`src/rtl/systolic_pe_dbuf.sv`:
```
// systolic_pe_dbuf: signed MAC PE with double-buffered weights and runtime WS/OS dataflow modes.
// Define PE_SAT_EN for saturating additions and the sticky sat_flag output.
module systolic_pe_dbuf #(
    parameter int DATA_W = 8,
    parameter int ACC_W  = 32
) (
    input  logic              clk,
    input  logic              rst,
    input  logic [DATA_W-1:0] w_in,
    input  logic              w_load,
    input  logic              w_swap,
    output logic              w_pending,
    input  logic              os_mode_req,
    output logic              os_mode,
    input  logic [DATA_W-1:0] data_in,
    input  logic              valid_in,
    output logic [DATA_W-1:0] data_out,
    output logic              valid_out,
    input  logic [ACC_W-1:0]  psum_in,
    input  logic              psum_valid_in,
    input  logic              drain,
    output logic [ACC_W-1:0]  psum_out,
    output logic              psum_valid
`ifdef PE_SAT_EN
    ,
    output logic              sat_flag
`endif
);
    typedef enum logic {WS = 1'b0, OS = 1'b1} mode_t;
    mode_t state, state_next;

    logic signed [DATA_W-1:0]   shadow, w_act;
    logic signed [ACC_W-1:0]    acc;
    logic signed [2*DATA_W-1:0] prod;
    logic signed [ACC_W-1:0]    prod_ext, ws_raw, os_raw, ws_sum, os_sum;
    logic                       mode_change;

    assign prod     = w_act * $signed(data_in);
    assign prod_ext = ACC_W'(prod);
    assign ws_raw   = $signed(psum_in) + prod_ext;
    assign os_raw   = acc + prod_ext;

`ifdef PE_SAT_EN
    localparam logic signed [ACC_W-1:0] SAT_MAX = {1'b0, {(ACC_W-1){1'b1}}};
    localparam logic signed [ACC_W-1:0] SAT_MIN = {1'b1, {(ACC_W-1){1'b0}}};
    logic ws_ovf, os_ovf;

    // Overflow only when both operands share a sign and the result's sign differs.
    assign ws_ovf = (psum_in[ACC_W-1] == prod_ext[ACC_W-1]) && (ws_raw[ACC_W-1] != psum_in[ACC_W-1]);
    assign os_ovf = (acc[ACC_W-1] == prod_ext[ACC_W-1]) && (os_raw[ACC_W-1] != acc[ACC_W-1]);
    assign ws_sum = ws_ovf ? (psum_in[ACC_W-1] ? SAT_MIN : SAT_MAX) : ws_raw;
    assign os_sum = os_ovf ? (acc[ACC_W-1] ? SAT_MIN : SAT_MAX) : os_raw;

    always_ff @(posedge clk) begin
        if (rst)
            sat_flag <= 1'b0;
        else if (valid_in && ((state == WS && ws_ovf) || (state == OS && !drain && os_ovf)))
            sat_flag <= 1'b1;
    end
`else
    assign ws_sum = ws_raw;
    assign os_sum = os_raw;
`endif

    // Mode may only change on an idle cycle so no accumulation straddles the switch.
    always_comb begin
        state_next = state;
        if (!valid_in && !drain)
            state_next = os_mode_req ? OS : WS;
    end

    always_ff @(posedge clk) begin
        if (rst)
            state <= WS;
        else
            state <= state_next;
    end

    assign mode_change = (state_next != state);
    assign os_mode     = (state == OS);

    // A load coinciding with a swap bypasses the shadow so the new weight lands in one cycle.
    always_ff @(posedge clk) begin
        if (rst) begin
            shadow    <= '0;
            w_act     <= '0;
            w_pending <= 1'b0;
        end else begin
            if (w_load)
                shadow <= w_in;
            if (w_swap)
                w_act <= w_load ? w_in : shadow;
            if (w_swap)
                w_pending <= 1'b0;
            else if (w_load)
                w_pending <= 1'b1;
        end
    end

    always_ff @(posedge clk) begin
        if (rst) begin
            data_out   <= '0;
            valid_out  <= 1'b0;
            psum_out   <= '0;
            psum_valid <= 1'b0;
            acc        <= '0;
        end else begin
            data_out  <= data_in;
            valid_out <= valid_in;
            if (state == WS) begin
                psum_valid <= psum_valid_in | valid_in;
                psum_out   <= valid_in ? ws_sum : psum_in;
            end else if (drain) begin
                psum_out   <= acc;
                psum_valid <= 1'b1;
                acc        <= valid_in ? prod_ext : '0;
            end else begin
                psum_out   <= psum_in;
                psum_valid <= psum_valid_in;
                if (valid_in)
                    acc <= os_sum;
            end
            if (mode_change)
                acc <= '0;
        end
    end

`ifdef DEBUG
    always_ff @(posedge clk) begin
        if (!rst && state == OS && drain && psum_valid_in)
            $display("systolic_pe_dbuf: drain collided with psum_valid_in, psum_in dropped");
    end
`endif

endmodule

```
`config.mk`:
```
export PLATFORM = sky130hd
export DESIGN_NAME = systolic_pe_dbuf
export DESIGN_NICKNAME = d
export VERILOG_FILES = /design/src/rtl/systolic_pe_dbuf.sv
export SDC_FILE = /design/constraint.sdc
export NUM_CORES = 1
export LEC_CHECK = 0
export CAP_MARGIN = 25
export CORE_ASPECT_RATIO = 0.6
export CORE_UTILIZATION = 45
export DETAILED_ROUTE_END_ITERATION = 6
export MAX_ROUTING_LAYER = met4
export PLACE_DENSITY = 0.68
export REMOVE_ABC_BUFFERS = 1
export SLEW_MARGIN = 40
export SYNTH_ARGS = -nofsm -noshare
export SYNTH_HDL_FRONTEND = slang
export SYNTH_SLANG_ARGS = --single-unit
```
`constraint.sdc`:
```
create_clock -name clk -period 8 [get_ports clk]
set_clock_uncertainty 0.15 [all_clocks]
set_input_delay 1.6 -clock clk [delete_from_list [all_inputs] [get_ports clk]]
set_output_delay 1.6 -clock clk [all_outputs]
set_load 0.01 [all_outputs]
```
== Yosys cells after proc, flatten, opt, wreduce, memory -nomap -nowiden ==
Index checks and enable logic that the tools add are counted.

* Register bits: 92
* Bits in latches: 0
* RAM bits: 0
* ROM bits: 0
* Input port bits: 56
* Output and inout port bits: 44
* Word-level logic and storage cells: 32
* Memories: 0

* $add $sub $neg: 2
* Multiply operators: 1
* Div/mod/pow operators: 0
* Magnitude comparators: 0
* Equal/unequal tests: 1
* Shifts and indexed selects: 0
* Mux-type cells: 11
* Bitwise logic cells: 1
* Reduce and logical (&&, ||, !) cells: 7

{| class="wikitable"
|+ Operator list
! cell !! count
|-
| $mux W32 || 6
|-
| $add A32 B16 Y32 || 2
|-
| $mul A8 B8 Y16 || 1
|-
| $mux W8 || 1
|-
| $mux W1 || 4
|-
| $reduce_or A2 Y1 || 2
|-
| $logic_not A1 Y1 || 2
|-
| $reduce_and A2 Y1 || 1
|-
| $reduce_bool A2 Y1 || 1
|-
| $logic_and A1 B1 Y1 || 1
|-
| $ne A1 B1 Y1 || 1
|-
| $or A1 B1 Y1 || 1
|}

== Depth between registers and ports, before layout ==
Gate-level depths: netlist of the first run.

* Word-level depth: 5
* Mapped depth: 29

== Least setup slack after synthesis of the first run ==
Ideal clock, no wire load.

* Kind: in2reg
* Start: input data_in[2]
* End: register psum_out[30]
* Library setup time: 86 ps
* Arrival time: 8176 ps
* Data required time: 7764 ps
* Setup slack: -412 ps
* Stages: 27
* Path buffers: 0
* Path through: and2_1 -> fa_1 -> inv_1 -> fa_1 -> inv_1 -> fa_1 -> inv_1 -> fa_1 -> inv_1 -> ha_1 -> nand2_1 -> o21ai_1 -> a41oi_1 -> o2bb2ai_1 -> o21bai_1 -> a21oi_1 -> xnor2_2 -> ha_1 -> a21o_1 -> a21o_1 -> a221oi_1 -> o31a_1 -> nor4_2 -> o41ai_2 -> o21ai_1 -> xnor2_1 -> a211oi_1

* Word-level cells in the longest chain between the ends: 4

{| class="wikitable"
|+ Ends and longest elaborated chain
! what !! line !! source
|-
| start, declared || 15 || <nowiki>input logic [DATA_W-1:0] data_in,</nowiki>
|-
| $mul A8 B8 Y16 || 38 || <nowiki>assign prod = w_act * $signed(data_in);</nowiki>
|-
| $add A32 B16 Y32 || 40 || <nowiki>assign ws_raw = $signed(psum_in) + prod_ext;</nowiki>
|-
| $mux W32 || 112 || <nowiki>psum_out <= valid_in ? ws_sum : psum_in;</nowiki>
|-
| $mux W32 || 110 || <nowiki>if (state == WS) begin</nowiki>
|-
| end signal, assigned || 112 ||
|-
| end signal, assigned || 118 || <nowiki>psum_out <= psum_in;</nowiki>
|-
| end, declared || 22 || <nowiki>output logic [ACC_W-1:0] psum_out,</nowiki>
|}

No other way between the ends.
A chain may end at the register's enable or synchronous reset.

== Final worst setup path of the first run ==
* Start: input data_in[4]
* End: register acc[19]

* Word-level cells in the longest chain between the ends: 4
* Elaborated cells between the ends (all ways): 5
* Those cells by class: add/sub (1); mul (1); mux (3)

{| class="wikitable"
|+ Ends and longest elaborated chain
! what !! line !! source
|-
| $mul A8 B8 Y16 (*) || 38 ||
|-
| $add A32 B16 Y32 || 41 || <nowiki>assign os_raw = acc + prod_ext;</nowiki>
|-
| $mux W32 || 120 || <nowiki>if (valid_in)</nowiki>
|-
| $mux W32 (*) || 113 || <nowiki>end else if (drain) begin</nowiki>
|-
| end signal, assigned || 116 || <nowiki>acc <= valid_in ? prod_ext : '0;</nowiki>
|-
| end signal, assigned || 121 || <nowiki>acc <= os_sum;</nowiki>
|-
| end, declared || 33 || <nowiki>logic signed [ACC_W-1:0] acc;</nowiki>
|}

Mark *: on every way between the ends. The rest lies on a longest branch, timed or not. The select of a mux whose other input is x is not followed.

==> impl_results.md, run 1 <==
* End of the critical path: acc[19]
* Worst R2R Setup Slack at approximately 1100 ps
* Critical path launch point: data_in[4]
* Multi-input logic area at 7240 µm²
* I/O Buffers at 99
* Die X at roughly 190 µm
* Avg Cell Area, Syn at around 8.6 µm²
* Seq cells post-synth at 92
* Clock tree sinks at 92
* Clock root buffer: clkbuf_16
* Pin count of the biggest net entering global routing at 70
* Critical R2R Capture: acc[19]
* Crit path buf inv count at 9
* Number of enable flip-flop cells after synthesis at 0
* Util after Layout at 62.0%
* Crit path kind: input port to register
* Critical path endpoint category: register
* Io pins at 100
* Worst-Margin Slew at around 860 ps
* Status: completed
* WHS at between 300 and 400 ps
* CP max stage delay at 550 ps
* Crit start category: input port
* Prevailing post-synth register cell: dfxtp_1
* GR Overflow Total at 0
* Cell depth of the worst setup path at 30
* Sequential area share after synthesis at between 20% and 30%
* Clock buffer count from CTS at 9
* Final min period at roughly 7800 ps
* Core footprint at 20000 µm²
* CP required at about 8100 ps
* Peak Freq at roughly 0.13 GHz
* Drt initial violations at 672
* CTS tree: yes
* H-tree depth at 3
* FF-to-FF Start: w_act[3]
* Vias in the first global route at a little over 8000
* Synth Instances at between 1000 and 1500
* Sequential cell area at 1840 µm²
* Crit path arrival time at roughly 8000 ps
* Count of cell types in the netlist at 66
* Worst skew pair latency at between 300 and 400 ps
* Routed WL at 28900 µm
* First-pass GRT wire length at 45400 µm
* Hold Path Class: register to register
* R2r worst-path depth at 29
* Layout Nets at approximately 1500
* Num rows at 40
* Post-route ant nets at 0
* Slowest CP cell: fa_1
* Crit-path leading delay family: adder cells
* Hold path start: w_pending
* Setup ws final at 183 ps
* Synth Cell Area at ~9200 µm²
* # fillers at 1717
* Max_cap viols at 0
* Chip Height at between 100 and 150 µm
* Crit path max fanout at 4
* Worst slew margin relative to its limit at roughly 43%
* Ys Warns at 0
* # setup viols final at 0
* Post-DP HPWL at 22200 µm
* Die ar. at about 21000 µm²
* # DRC at 0
* # diodes at 0
* Vias at between 8000 and 9000
* Reg clk slew, reported paths at around 80 ps
* Share of cells above drive strength 1 at between 20% and 30%
* Async SR Flop Fraction at 0%
* DR pass1 iterations at 7
* GRT Resource Usage Total at 28.5%
* Vias per cell at approximately 5.6
* Area Growth Syn to Fin at 35.0%
* Number of antenna violations at the first check in global routing at 0
* Dpl ws at -918 ps
* Wirelength per Cell at 18.2 µm
* Period utilization at 97.7%
* GP Congestion at 0.966
* Initial core utilization at 45.9%
* CTS hold repair buffers at 0
* Pins Over Slew Limit at 0
* Max Root-Sink Buffers at 2
* Final hold violations at 0
layer usage:
layer / vias up / wire length (µm) / global-route usage [%]
li1: 4273 / - / -
met1: 4186 / 14800 / 44.6
met2: 375 / 10800 / 34.5
met3: 22 / 3010 / 8.37
met4: 0 / 294 / 5.36
met5: - / 0 / -
cell usage after synthesis (all sizes together), types with 8 or more instances:
master  instances  share of area [%]
a211oi         48                4.0
o22a            8               0.76
nor3           11               0.65
nor2b          31                2.1
and3            9               0.61
xor2           31                3.0
a31oi           8               0.61
mux2i          34                3.7
o211a          12                1.3
clkbuf         28                1.1
dfxtp          92                 20
inv            96                3.9
nor2           59                2.4
buf            11               0.49
a21oi          73                4.0
mux2            8               0.98
xnor2          43                4.3
ha             91                 12
o21bai          8               0.65
fa             57                 12
and2           45                3.1
a21o           31                2.5
nand2          68                2.8
nand3          17               0.98
o21ai          69                3.8
a221oi          8               0.76
registers in the layout, summed over array words and instances, names as in the netlist:
| name | count |
|---|---|
| psum_out | 32 |
| acc | 32 |
| data_out | 8 |
| w_pending | 1 |
| shadow | 8 |
| os_mode | 1 |
| valid_out | 1 |
| psum_valid | 1 |
| w_act | 8 |
worst min path at each step:
stage,end,cells past startpoint,slack (ps)
4_1_cts,w_pending,1,330
3_5_place_dp,w_pending,1,320
2_1_floorplan,acc[7],2,300
5_1_grt,w_pending,1,350
3_3_place_gp,w_pending,1,300
6_report,w_pending,1,330
placed cells by master, fill, tap and decap left out, types with 45 or more instances in the layout:
cell type and instances:
a21oi_1 64, o21ai_0 59, fa_1 55, inv_1 92, buf_4 163, clkdlybuf4s50_1 88
dfxtp_1 91, nand2_1 66, nor2_1 58, ha_1 79, a211oi_1 45
cell type report:
cell class | instances | share of cell area [%]
timing repair buffer | 272 | 18.5
sequential | 92 | 14.8
clock buffer | 10 | 1.93
clock inverter | 6 | 0.706
multi-input combinational | 843 | 58.3
tap | 273 | 2.75
inverter | 97 | 2.93
metrics by stage:
step,area (µm²),cells,setup TNS [ps]
5_1_grt,12400,1593,-41.2
4_1_cts,12200,1588,0
3_3_place_gp,11600,1568,-14520
6_report,12400,1593,0
2_1_floorplan,9040,1032,-2340
3_5_place_dp,11600,1568,-18920
what timing repair did:
item,in CTS,in global routing
pin swaps,16,39
endpoints found under the setup margin,29,26
resized for setup,40,60
setup buffers,3,5
gates cloned,1,0
kinds of logic (layout without fill, tap and decap cells):
family                   after synthesis  count (layout)  synth area share [%]
AO/OA/AOI/OAI                        317             317                  23.4
AND/OR/NAND/NOR                      262             262                  14.2
adder cells (fa/ha/maj)              148             148                  24.8
buffers and inverters                136             385                  5.59
flip-flops                            92              92                  20.0
XOR/XNOR                              74              74                  7.21
multiplexers                          42              42                  4.68
Power of run 1 is not shown: default switching activity piles up to over one toggle a cycle in this logic, so the estimate is an artifact.
==> run 2, diff against run 1 <==
--- a/config.mk
+++ b/config.mk
@@ -7,10 +7,11 @@
 export LEC_CHECK = 0
 export CAP_MARGIN = 25
 export CORE_ASPECT_RATIO = 0.6
+export CORE_MARGIN = 3
 export CORE_UTILIZATION = 45
 export DETAILED_ROUTE_END_ITERATION = 6
 export MAX_ROUTING_LAYER = met4
-export PLACE_DENSITY = 0.68
+export PLACE_DENSITY = 0.66
 export REMOVE_ABC_BUFFERS = 1
 export SLEW_MARGIN = 40
 export SYNTH_ARGS = -nofsm -noshare
==> constraint.sdc (replaced) <==
create_clock -name clk -period 8.9 [get_ports clk]
set_clock_uncertainty 0.15 [all_clocks]
set_input_delay 1.78 -clock clk [delete_from_list [all_inputs] [get_ports clk]]
set_output_delay 1.78 -clock clk [all_outputs]
set_load 0.01 [all_outputs]
==> run 2 against run 1 <==
Effect of this change: clock-buffer cell count unchanged; setup slack better by 210 ps; via count down 7.8%; sequential share of layout area up 1.8 points; utilization down 5.3 points; cell count down 8.4%; non-clock buffer count down 128; critical path type unchanged; wire length down 10%; global-route usage down 3.7 points; register-to-register slack better by 810 ps.
==> impl_results.md, run 2 (synthesized netlist as in run 1, its figures left out) <==
* Status: completed (unchanged)
* # setup viols final at 0 (unchanged)
* Initial core utilization at 47.1% (was 45.9%)
* Critical path launch point: data_in[5] (was data_in[4])
* Placed insts at 1442 (was 1568)
* Pins Over Slew Limit at 0 (unchanged)
* Crit path kind: input port to register (unchanged)
* Worst slew margin relative to its limit at 44.6% (was 42.7%)
* Worst path most repeated cell: fa_1
* Vias at 8161 (was 8856)
* Post-DP HPWL at 20100 µm (was 22200 µm)
* Num rows at 39 (was 40)
* First-pass GRT wire length at 41900 µm (was 45400 µm)
* Clock tree sinks at 92 (unchanged)
* Share of cells above drive strength 1 at 7.97% (was 21.4%)
* I/O Buffers at 99 (unchanged)
* Chip Height at 117 µm (was 113 µm)
* GP Congestion at 0.995 (was 0.966)
* GRT Resource Usage Total at 24.8% (was 28.5%)
* Met1 usage at 38.8% (was 44.6%)
* GR Util met2 at 29.8% (was 34.5%)
* Util after Layout at 56.7% (was 62.0%)
* Worst skew pair latency at 370 ps (about the same)
* GR Overflow Total at 0 (unchanged)
* Wirelength per Cell at 17.8 µm (was 18.2 µm)
* CTS tree: yes (unchanged)
* Period utilization at between 90 and 100%
* Setup ws final at 391 ps (was 183 ps)
* Core footprint at 19500 µm² (was 20000 µm²)
* Reg clk slew, reported paths at 70 ps (was 80 ps)
* End of the critical path: psum_out[31] (was acc[19])
* Crit path arrival time at 8610 ps (was 7940 ps)
* PwrDens at 443 nW/µm²
* Overall Power at slightly below 5 mW
* Crit path max fanout at 9 (was 4)
* Met3 global-route usage at 8.16% (was 8.37%)
* Post-placement cell area at 10700 µm² (was 11600 µm²)
* Crit-path leading delay family: adder cells (unchanged)
* Critical R2R Capture: psum_out[31] (was acc[19])
* Setup TNS at 0 ps (unchanged)
* Peak Freq at 0.118 GHz
* Pin count of the biggest net entering global routing at 77 (was 70)
* Clock root buffer: clkbuf_16 (unchanged)
* Drt initial violations at 694 (was 672)
* CP max stage delay at 690 ps (was 550 ps)
* WHS at 324 ps (was 333 ps)
* Routed WL at 26000 µm (was 28900 µm)
* Crit path buf inv count at 4 (was 9)
* DR pass1 iterations at 5 (was 7)
* Busiest grt layer: met1 (unchanged)
* Final min period at 8510 ps
* Max_cap viols at 0 (unchanged)
* Most frequent cells in the layout: inv_1 (96), ha_1 (91), dfxtp_1 (91), clkdlybuf4s50_1 (91), a21oi_1 (69) (was buf_4 (163), inv_1 (92), dfxtp_1 (91))
* Static Leak at about 5.1 nW
* H-tree depth at 3 (unchanged)
* Number of antenna violations at the first check in global routing at 0 (unchanged)
* Io pins at 100 (unchanged)
* Final hold violations at 0 (unchanged)
* Peak supply drop at about 0.00025 V
* Hold Path Class: register to register (unchanged)
* Worst-Margin Slew at 832 ps (was 859 ps)
* Area Growth Syn to Fin at 20.3% (was 35.0%)
* Crit start category: input port (unchanged)
* Vias in the first global route at 7638 (was 8119)
* Slowest CP cell: clkdlybuf4s50_1 (was fa_1)
* Post-route ant nets at 0 (unchanged)
* Die ar. at 22200 µm² (was 21000 µm²)
* Worst R2R Setup Slack at 1880 ps (was 1070 ps)
* CP required at 9000 ps (was 8120 ps)
* FF-to-FF Start: w_act[7] (was w_act[3])
* CTS hold repair buffers at 0 (unchanged)
* Fin area at 11100 µm² (was 12400 µm²)
* Final std cells w/o fill at 1459 (was 1593)
* R2r worst-path depth at 28 (was 29)
* RSZ-0062 raised after global routing: no
* Max Root-Sink Buffers at 2 (unchanged)
* Die X at 191 µm (was 187 µm)
* Dpl ws at -118 ps (was -918 ps)
* Critical path endpoint category: register (unchanged)
* Most common cell after layout, fill and taps aside: inv_1 (was buf_4)
* Vias per cell at 5.59 (was 5.56)
* # DRC at 0 (unchanged)
* Biggest regs: acc x32, psum_out x32 (unchanged)
* Clock buffer count from CTS at 9 (unchanged)
* Cell depth of the worst setup path at 28 (was 30)
* Layout Nets at 1391 (was 1519)
[run 2: per-layer routing]
layer	up-vias	wire [µm]
met5	-	0
met2	284	9260
met3	18	2540
met4	0	208
met1	3833	14000
li1	4026	-
[run 2: repair_timing]
item	4_1_cts	5_1_grt
resized for setup	0	8
hold endpoints to repair	0	0
buffers inserted	0	0
setup endpoints to repair	0	14
[run 2: layout make-up]
class	instances	area (µm²)
diodes	1	2.50
clock buffers	10	239
clock inverters	6	71.3
fillers	1786	8460
inverters	97	364
multi-input cells	843	6880
flip-flops and latches	92	1840
well taps	266	333
repair buffers	144	1330
[run 2: worst min path at each step]
stage,start,endpoint,slack [ps],cells past startpoint
4_1_cts,w_pending,w_pending,330,1
3_5_place_dp,w_pending,w_pending,310,1
5_1_grt,w_pending,w_pending,340,1
3_3_place_gp,w_pending,w_pending,300,1
2_1_floorplan,acc[7],acc[7],300,2
6_report,w_pending,w_pending,320,1
[run 2: power by group]
| part | switching, mW | internal, mW | total (mW) |
|---|---|---|---|
| Combinational | 2.19 | 1.77 | 3.96 |
| Sequential | 0.0367 | 0.481 | 0.517 |
| Clock | 0.188 | 0.228 | 0.416 |
(Power assumes the default switching activity.)
==> run 3, diff against run 2 <==
--- a/config.mk
+++ b/config.mk
@@ -5,13 +5,13 @@
 export SDC_FILE = /design/constraint.sdc
 export NUM_CORES = 1
 export LEC_CHECK = 0
+export ABC_AREA = 1
 export CAP_MARGIN = 25
-export CORE_ASPECT_RATIO = 0.6
 export CORE_MARGIN = 3
 export CORE_UTILIZATION = 45
 export DETAILED_ROUTE_END_ITERATION = 6
 export MAX_ROUTING_LAYER = met4
-export PLACE_DENSITY = 0.66
+export PLACE_DENSITY = 0.65
 export REMOVE_ABC_BUFFERS = 1
 export SLEW_MARGIN = 40
 export SYNTH_ARGS = -nofsm -noshare
==> run 3 against run 2 <==
Effect of this change: non-clock buffer count decreased by 34; cell count increased by 36%; setup slack improved by 430 ps; utilization decreased by 4.4 points; highest routed layer unchanged.
==> impl_results.md, run 3 <==
* Status: completed (unchanged)
* Max Root-Sink Buffers at 2 (unchanged)
* Critical R2R Capture: acc[25] (was psum_out[31])
* Post-Synth Simple-Gate Area at 23.9% (was 14.2%)
* Num rows at 55 (was 39)
* Wirelength per Cell at 16.7 µm (was 17.8 µm)
* Xor and xnor fraction of the mapped netlist area at 2.10% (was 7.21%)
* Most common cell after layout, fill and taps aside: nand2_1 (was inv_1)
* Post-DP HPWL at 26500 µm (was 20100 µm)
* Async SR Flop Fraction at 0% (unchanged)
* Core footprint at 22700 µm² (was 19500 µm²)
* Worst R2R Setup Slack at 2160 ps (was 1880 ps)
* Post-CTS setup buffer count at 0 (unchanged)
* Io pins at 100 (unchanged)
* Die X at 158 µm (was 191 µm)
* Placed insts at 1963 (was 1442)
* Multiplexer area fraction after synthesis at 0% (was 4.68%)
* Max_cap viols at 0 (unchanged)
* Switching share of total power at 57.6% (was 49.3%)
* Worst slew margin relative to its limit at 48.2% (was 44.6%)
* Prevailing post-synth register cell: dfxtp_1 (unchanged)
* Hold path cells at 1 (unchanged)
* Reg clk slew, reported paths at 70 ps (about the same)
* Ys Warns at 0 (unchanged)
* Cell depth of the worst setup path at 30 (was 28)
* CTS tree: yes (unchanged)
* Layout Nets at 1893 (was 1391)
* Crit path buf inv count at 8 (was 4)
* Initial core utilization at 45.8% (was 47.1%)
* Routed WL at 33100 µm (was 26000 µm)
* Final std cells w/o fill at 1979 (was 1459)
* Clk network pwr share at 8.2% (was 8.5%)
* Pin count of the biggest net entering global routing at 61 (was 77)
* Crit path max fanout at 14 (was 9)
* Worst path most repeated cell: nand2_1 (was fa_1)
* Biggest regs: acc x32, psum_out x32 (unchanged)
* Vias at 10739 (was 8161)
* Post-route ant nets at 0 (unchanged)
* Period utilization at 90.8% (was 95.6%)
* GR Overflow Total at 0 (unchanged)
* Seq cells post-synth at 92 (unchanged)
* Top post-synthesis cells by count: nand2_1 (326), inv_1 (289), a21oi_1 (196), nor2_1 (153), o21ai_0 (121) (was inv_1 (96), dfxtp_1 (92), ha_1 (91), a21oi_1 (72), nand2_1 (68))
* RSZ-0062 raised after global routing: no (unchanged)
* Pins Over Slew Limit at 0 (unchanged)
* Crit path arrival time at 8190 ps (was 8610 ps)
* CTS hold repair buffers at 0 (unchanged)
* Count of cell types in the netlist at 48 (was 66)
* Chip Height at 158 µm (was 117 µm)
* Part of the power in combinational logic at 81.0% (was 80.9%)
* GRT Resource Usage Total at 27.9% (was 24.8%)
* Drt initial violations at 785 (was 694)
* R2r worst-path depth at 29 (was 28)
* Clock root buffer: clkbuf_16 (unchanged)
* Worst-Margin Slew at 776 ps (was 832 ps)
* # setup viols final at 0 (unchanged)
* Final min period at 8080 ps (was 8510 ps)
* Psw at 2.80 mW (was 2.42 mW)
* Number of antenna violations at the first check in global routing at 1 (was 0)
* Crit-path leading delay family: adder cells (unchanged)
* End of the critical path: acc[25] (was psum_out[31])
* H-tree depth at 3 (unchanged)
* Die ar. at 25000 µm² (was 22200 µm²)
* Final hold violations at 0 (unchanged)
* Critical path launch point: data_in[4] (was data_in[5])
* Setup TNS at 0 ps (unchanged)
* Peak supply drop at 0.000173 V (was 0.000245 V)
* Register share of total power at 10.7% (was 10.6%)
* First-pass GRT wire length at 53400 µm (was 41900 µm)
* FF-to-FF Start: w_act[7] (unchanged)
* Share of the synthesized area in the top cell type at 17.7% (was 20.0%)
* Synth Instances at 1624 (was 1071)
* Hold Path Class: register to register (unchanged)
* Synth Cell Area at 10400 µm² (was 9190 µm²)
* GP Congestion at 0.994 (was 0.995)
* # diodes at 0 (was 1)
* CP max stage delay at 670 ps (was 690 ps)
* CP required at 9010 ps (was 9000 ps)
* Peak Freq at 0.124 GHz (was 0.118 GHz)
* DR pass1 iterations at 6 (was 5)
* Cell-internal power at 2.06 mW (was 2.48 mW)
* PwrDens at 409 nW/µm² (was 443 nW/µm²)
* Synth area leader: dfxtp_1 (unchanged)
* Most frequent cells in the layout: nand2_1 (326), inv_1 (289), a21oi_1 (196) (was inv_1 (96), ha_1 (91), dfxtp_1 (91), clkdlybuf4s50_1 (91), a21oi_1 (69))
* Overall Power at 4.86 mW (was 4.90 mW)
* Top post-synthesis cells by area: dfxtp_1 (18%), nand2_1 (12%), fa_1 (11%) (was dfxtp_1 (20%), fa_1 (12%), ha_1 (12%))
* Clock tree sinks at 92 (unchanged)
* Slowest CP cell: clkdlybuf4s50_1 (unchanged)
* Hold path start: w_pending (unchanged)
* Crit start category: input port (unchanged)
* Top-count cell post-synth: nand2_1 (was inv_1)
* Sequential area share after synthesis at 17.7% (was 20.0%)
* Static Leak at 6.10 nW (was 5.15 nW)
* Area Growth Syn to Fin at 14.2% (was 20.3%)
* Number of enable flip-flop cells after synthesis at 0 (unchanged)
* Cts repair resizes at 0 (unchanged)
* I/O Buffers at 99 (unchanged)
* Vias per cell at 5.43 (was 5.59)
* Avg Cell Area, Syn at 6.41 µm² (was 8.58 µm²)
* Compound-gate portion of the synthesized area at 21.3% (was 23.4%)
* Clock buffer count from CTS at 9 (unchanged)
* Share of cells above drive strength 1 at 2.95% (was 7.97%)
* Main combinational cell family by area after synthesis: simple AND/OR/NAND/NOR gates (was adder cells)
* # DRC at 0 (unchanged)
* Vias in the first global route at 10236 (was 7638)
* Adder-Cell Fraction of Synth Area at 21.9% (was 24.8%)
* Critical path endpoint category: register (unchanged)
* Worst skew pair latency at 370 ps (about the same)
* Crit path kind: input port to register (unchanged)
* WHS at 317 ps (was 324 ps)
==> run 3: cell count changes after synthesis, sizes merged, moves of 20 or more <==
cell    before  now
and2        45    1
o21ai       69  132
nand3       17   74
nand2       68  329
clkbuf      28   48
xnor2       43    7
a21o        31   11
mux2i       34    0
a211oi      48    2
inv         96  296
nor2        59  155
a21oi       73  198
nor2b       31    0
==> run 3: per-stage QoR <==
stage / setup WS [ps] / util [%] / cell area (µm²)
floorplan: 1830 / - / 10200
global placement: 522 / 51.0 / 11600
detailed placement: 444 / 51.0 / 11600
CTS: 823 / 52.3 / 11900
global route: 419 / 52.3 / 11900
finish: 821 / 52.3 / 11900
==> run 3: logic make-up after synthesis <==
| group | after synthesis |
|---|---|
| adder cells (fa/ha/maj) | 148 |
| flip-flops | 92 |
| AO/OA/AOI/OAI | 405 |
| buffers and inverters | 353 |
| AND/OR/NAND/NOR | 601 |
| XOR/XNOR | 25 |
==> run 3: final cells by class <==
| class | count | area (µm²) |
|---|---|---|
| Clock buffer | 11 | 243 |
| Clock inverter | 5 | 42.5 |
| Fill cell | 2309 | 10800 |
| Inverter | 297 | 1120 |
| Multi-Input combinational cell | 1179 | 7210 |
| Sequential cell | 92 | 1840 |
| Tap cell | 285 | 357 |
| Timing Repair Buffer | 110 | 1070 |
==> run 3: metal layers <==
layer,wire length [µm],vias up,share of wire [%],global-route usage [%]
li1,-,5380,-,-
met4,504,0,1.5,6.19
met5,0,-,0,-
met3,2130,40,6.4,3.12
met1,15800,4966,48,38.5
met2,14800,353,45,44.3
==> run 3: power by group through the flow <==
stage                     combinational (mW)  sequential, mW  clock (mW)
after floorplan                         2.80           0.550           0
after global placement                  3.85           0.529           0
after detailed placement                3.85           0.531           0
after CTS                               3.88           0.521       0.407
after global routing                    4.45           0.528       0.421
final                                   3.94           0.521       0.400
==> run 3: how the worst min path moves through the flow <==
stage / endpoint / slack, ps
5_1_grt: w_pending / 370
2_1_floorplan: shadow[0] / 330
6_report: w_pending / 320
3_5_place_dp: w_pending / 300
4_1_cts: w_pending / 320
3_3_place_gp: w_pending / 300
==> run 3: worst register-to-register path, delay by kind of cell (launching register included) <==
| family | cells | cell delay [ps] |
|---|---|---|
| AO/OA/AOI/OAI | 4 | 950 |
| buffers and inverters | 7 | 900 |
| AND/OR/NAND/NOR | 12 | 1220 |
| flip-flops | 1 | 550 |
| adder cells (fa/ha/maj) | 6 | 2840 |
==> variant 1 (flow settings as in run 3) <==
The parameter `DATA_W` goes from 8 to 9.
--- a/src/rtl/systolic_pe_dbuf.sv
+++ b/src/rtl/systolic_pe_dbuf.sv
@@ -1,7 +1,7 @@
 // systolic_pe_dbuf: signed MAC PE with double-buffered weights and runtime WS/OS dataflow modes.
 // Define PE_SAT_EN for saturating additions and the sticky sat_flag output.
 module systolic_pe_dbuf #(
-    parameter int DATA_W = 8,
+    parameter int DATA_W = 9,
     parameter int ACC_W  = 32
 ) (
     input  logic              clk,
Ports: changed (resized data_in, data_out and w_in); port bits go from 100 to 103. No check against the original RTL was run, so the function may have changed too.
==> variant 1 against run 3 <==
  * Register-to-register slack lost 0.11 ns
  * Die area grew 6.3%
  * Sequential cell count grew 3
  * Synthesized cell count grew 3.4%
  * Highest routed layer unchanged
  * Synthesized area grew 6.5%
  * Critical path type unchanged
  * Worst setup slack lost 0.25 ns
  * Wire length grew 3.7%
  * Sequential share of layout area shrank 0.61 points
  * Maximum frequency shrank 2.9%
  * Final area grew 7.5%
Power is left out: the tool's default activity adds up to more than one toggle a clock period on the data nets, which glitch-free logic cannot reach.
==> variant 1: results (changes against run 3) <==
- DR pass1 iterations: 5 (was 6)
- Vias: 11110 (was 10740)
- Post-DP HPWL: 27760 um (was 26550 um)
- Flop2flop setup slack: 2.05 ns (was 2.16 ns)
- Synth cell types: 46 (was 48)
- CP max-delay cell: clkdlybuf4s50_1 (unchanged)
- Largest net degree at the start of global routing: 71 (was 61)
- Initial DRC Count: 780 (was 785)
- Synth area leaders: dfxtp_1, fa_1, nand2_1 (was dfxtp_1, nand2_1, fa_1)
- GRT Total Usage: 27.03% (was 27.90%)
- Data arrival time of the critical path: 8.43 ns (was 8.19 ns)
- # port buffers: 102 (was 99)
- Postcts setup bufs: 0 (unchanged)
- Cells after Synth: 1679 (was 1624)
- Worst R2R End: psum_out[30] (was acc[25])
- Cells on worst reg2reg path: 30 (was 29)
- Non-Filler Instances: 2087 (was 1979)
- Status: complete, no violations (unchanged)
- Fraction of layout cells with a size suffix above 1: 5.373% (was 2.952%)
- # fillers: 2441 (was 2309)
- Biggest regs: acc (32), psum_out (32) (unchanged)
- Worst r2r src: w_act[8] (was w_act[7])
- Place WS: 0.2341 ns (was 0.4439 ns)
- WL final: 34390 um (was 33150 um)
- Crit Path Max Fanout: 10 (was 14)
- NumNets Final: 1993 (was 1893)
- CP Launch Point: data_in[1] (was data_in[4])
- Worst-path clk slew: 0.09 ns (was 0.07 ns)
- Synth top cells by count: nand2_1, inv_1, a21oi_1 (unchanged)
==> variant 1: changes by cell type after synthesis, moves of 6 or more <==
cell      delta
a21oi_1     -13
buf_2        +7
clkbuf_1     -6
fa_1        +15
ha_1         +9
inv_1       -12
nand2_1     +22
nand2_2      +9
nand3_1     +10
nor3_1       +7
==> variant 1: worst max-delay path: cells and delay by family <==
kind	cells	cell delay [ns]
simple gates	16	1.83
compound gates	3	0.46
buf+inv	8	1.23
fa+ha+maj	7	3.11
==> variant 1: kinds of logic (layout without fill, tap and decap cells) <==
| family | Yosys count | count (layout) | share of synthesized area (%) |
|---|---|---|---|
| flops | 95 | 95 | 17.16 |
| xor+xnor | 28 | 28 | 2.212 |
| simple gates | 654 | 654 | 25.03 |
| compound gates | 380 | 380 | 19.05 |
| buf+inv | 350 | 439 | 12.26 |
| fa+ha+maj | 172 | 172 | 24.29 |
==> variant 1: worst max path at each step <==
stage | cells after the start | slack (ns) | end
finish | 34 | 0.58 | acc[24]
global route | 31 | 0.10 | psum_out[30]
CTS | 34 | 0.61 | acc[24]
detailed placement | 30 | 0.23 | psum_out[30]
global placement | 30 | 0.28 | psum_out[30]
floorplan | 31 | 1.51 | acc[24]
==> variant 1: cell type report <==
type                    count  area, sq um  share of cell area [%]
multi-input cells        1234         7824                   61.30
flip-flops and latches     95         1902                   14.90
repair buffers            131         1234                   9.666
inverters                 292         1101                   8.627
well taps                 319        399.1                   3.127
clock buffers              10        229.0                   1.794
clock inverters             6        75.07                  0.5882
==> variant 1: stage by stage <==
step / utilization [%] / instance area (sq um)
floorplan: - / 10830
global placement: 52.30 / 12460
detailed placement: 52.30 / 12460
CTS: 53.58 / 12760
global route: 53.58 / 12760
finish: 53.58 / 12760
==> variant 1: metal layers <==
| metal | global-route usage (%) | routed length, um | vias up |
|---|---|---|---|
| met5 | - | 0 | - |
| met4 | 7.728 | 937 | 0 |
| met3 | 2.848 | 1741 | 55 |
| met2 | 43.96 | 15590 | 299 |
| met1 | 35.85 | 16120 | 5161 |
| li1 | - | - | 5592 |
==> variant 2 (config.mk and constraints of run 3) <==
Made on the original files. Take the reset off `data_out` and load it in a clocked block of its own.
--- a/src/rtl/systolic_pe_dbuf.sv
+++ b/src/rtl/systolic_pe_dbuf.sv
@@ -99,13 +99,11 @@
 
     always_ff @(posedge clk) begin
         if (rst) begin
-            data_out   <= '0;
             valid_out  <= 1'b0;
             psum_out   <= '0;
             psum_valid <= 1'b0;
             acc        <= '0;
         end else begin
-            data_out  <= data_in;
             valid_out <= valid_in;
             if (state == WS) begin
                 psum_valid <= psum_valid_in | valid_in;
@@ -125,6 +123,10 @@
         end
     end
 
+    always_ff @(posedge clk) begin
+        data_out <= data_in;
+    end
+
 `ifdef DEBUG
     always_ff @(posedge clk) begin
         if (!rst && state == OS && drain && psum_valid_in)
Check against the original RTL: not equivalent (Yosys sat finds a counterexample within 4 cycles, from zero or initial values and one cycle with rst high).
==> variant 2 against run 3 <==
  * Final area rose by 0.85%
  * Sequential cell count stayed put
  * Synthesized area rose by 0.71%
  * Hold slack lost 0.00051 ns
  * Clock power up 6.8%
  * Wire length is 0.69% lower
  * Worst setup slack gained 0.011 ns
  * Cell count grew 1.3%
  * Power is 1.2% higher
  * Largest power group unchanged
==> variant 2: results (changes against run 3) <==
- Crit Path Max Fanout: 34 (was 14)
- CP Launch Point: data_in[2] (was data_in[4])
- GP Congestion: 0.9847 (was 0.9942)
- CP max-delay cell: fa_1 (was clkdlybuf4s50_1)
- First-pass GRT wire length: 52650 um (was 53450 um)
- Via/cell ratio: 5.293 (was 5.426)
- Worst R2R End: psum_out[22] (was acc[25])
- Period Utilization, post-route: 90.65% (was 90.77%)
- Placed cells: 1988 (was 1963)
- Largest net degree at the start of global routing: 60 (was 61)
- Synth area leaders: dfxtp_1, nand2_1, fa_1 (unchanged)
- Data arrival time of the critical path: 8.21 ns (was 8.19 ns)
- Post-DP HPWL: 26450 um (was 26550 um)
- NumNets Final: 1890 (was 1893)
- DR pass1 iterations: 5 (was 6)
- Dpl cell area: 11670 sq um (was 11590 sq um)
- WL/cell: 16.43 um (was 16.75 um)
- # fillers: 2370 (was 2309)
- VDD IR max: 174.4 uV (was 173.3 uV)
- Internal power: 2.078 mW (was 2.062 mW)
- Synth top cells by count: nand2_1, inv_1, a21oi_1 (unchanged)
- Initial antenna violation count: 0 (was 1)
- GRT Total Usage: 27.29% (was 27.90%)
- Place WS: 0.4959 ns (was 0.4439 ns)
- Leak: 6.152 nW (was 6.099 nW)
- Met1 WL: 15450 um (was 15750 um)
- Initial DRC Count: 741 (was 785)
- Sequential area share after synthesis: 17.58% (was 17.70%)
- Fraction of layout cells with a size suffix above 1: 3.430% (was 2.952%)
- Number of global-route vias before repair: 10110 (was 10240)
- Metal3 WL: 1968 um (was 2125 um)
- Status: complete, no violations (unchanged)
variant 2: cell types whose count changed after synthesis, sizes merged, moves of 2 or more:
cell	delta
nor2	-7
clkbuf	-6
inv	+4
nand3	-4
o21bai	+4
nand2	+8
o211ai	-2
buf	+5
o21ai	-2
variant 2: power by group through the flow:
stage | logic, mW | clock network (mW) | registers [mW]
after floorplan | 2.85 | 0 | 0.551
after global placement | 3.90 | 0 | 0.528
after detailed placement | 3.90 | 0 | 0.529
after CTS | 3.93 | 0.432 | 0.519
after global routing | 4.51 | 0.446 | 0.528
final | 3.97 | 0.427 | 0.519
variant 2: worst min-delay path by stage:
stage / from / slack (ns) / to
final: w_pending / 0.32 / w_pending
after global routing: w_pending / 0.34 / w_pending
after CTS: w_pending / 0.32 / w_pending
after detailed placement: w_pending / 0.30 / w_pending
after global placement: w_pending / 0.30 / w_pending
after floorplan: shadow[0] / 0.33 / shadow[0]
variant 2: logic make-up (layout without fill, tap and decap cells):
kind of cell,after synthesis,after routing,share of synthesized area [%]
simple gates,598,598,23.81
xor+xnor,24,24,2.006
fa+ha+maj,148,148,21.76
flops,92,92,17.58
compound gates,407,407,21.72
buf+inv,355,422,13.12
variant 2: layout make-up:
class	count	area, sq um	area share [%]
clock buffer	9	225.2	1.880
clock inverter	7	83.83	0.6999
inverter	300	1131	9.443
multi-input combinational	1177	7261	60.62
sequential	92	1842	15.38
tap	313	391.6	3.270
timing repair buffer	106	1044	8.712
variant 2: critical path, delay by kind of cell:
family                     cells  cell delay, ns
buffers and inverters          8            1.35
adders and majority gates      6            2.88
and+or+nand+nor               12            1.41
AOI/OAI and AO/OA              4            0.76
variant 2: metal layers:
metal | vias up | GRT usage (%)
met1 | 4844 | 36.94
li1 | 5380 | -
met4 | 0 | 6.514
met2 | 342 | 43.59
met3 | 42 | 3.534
met5 | - | -
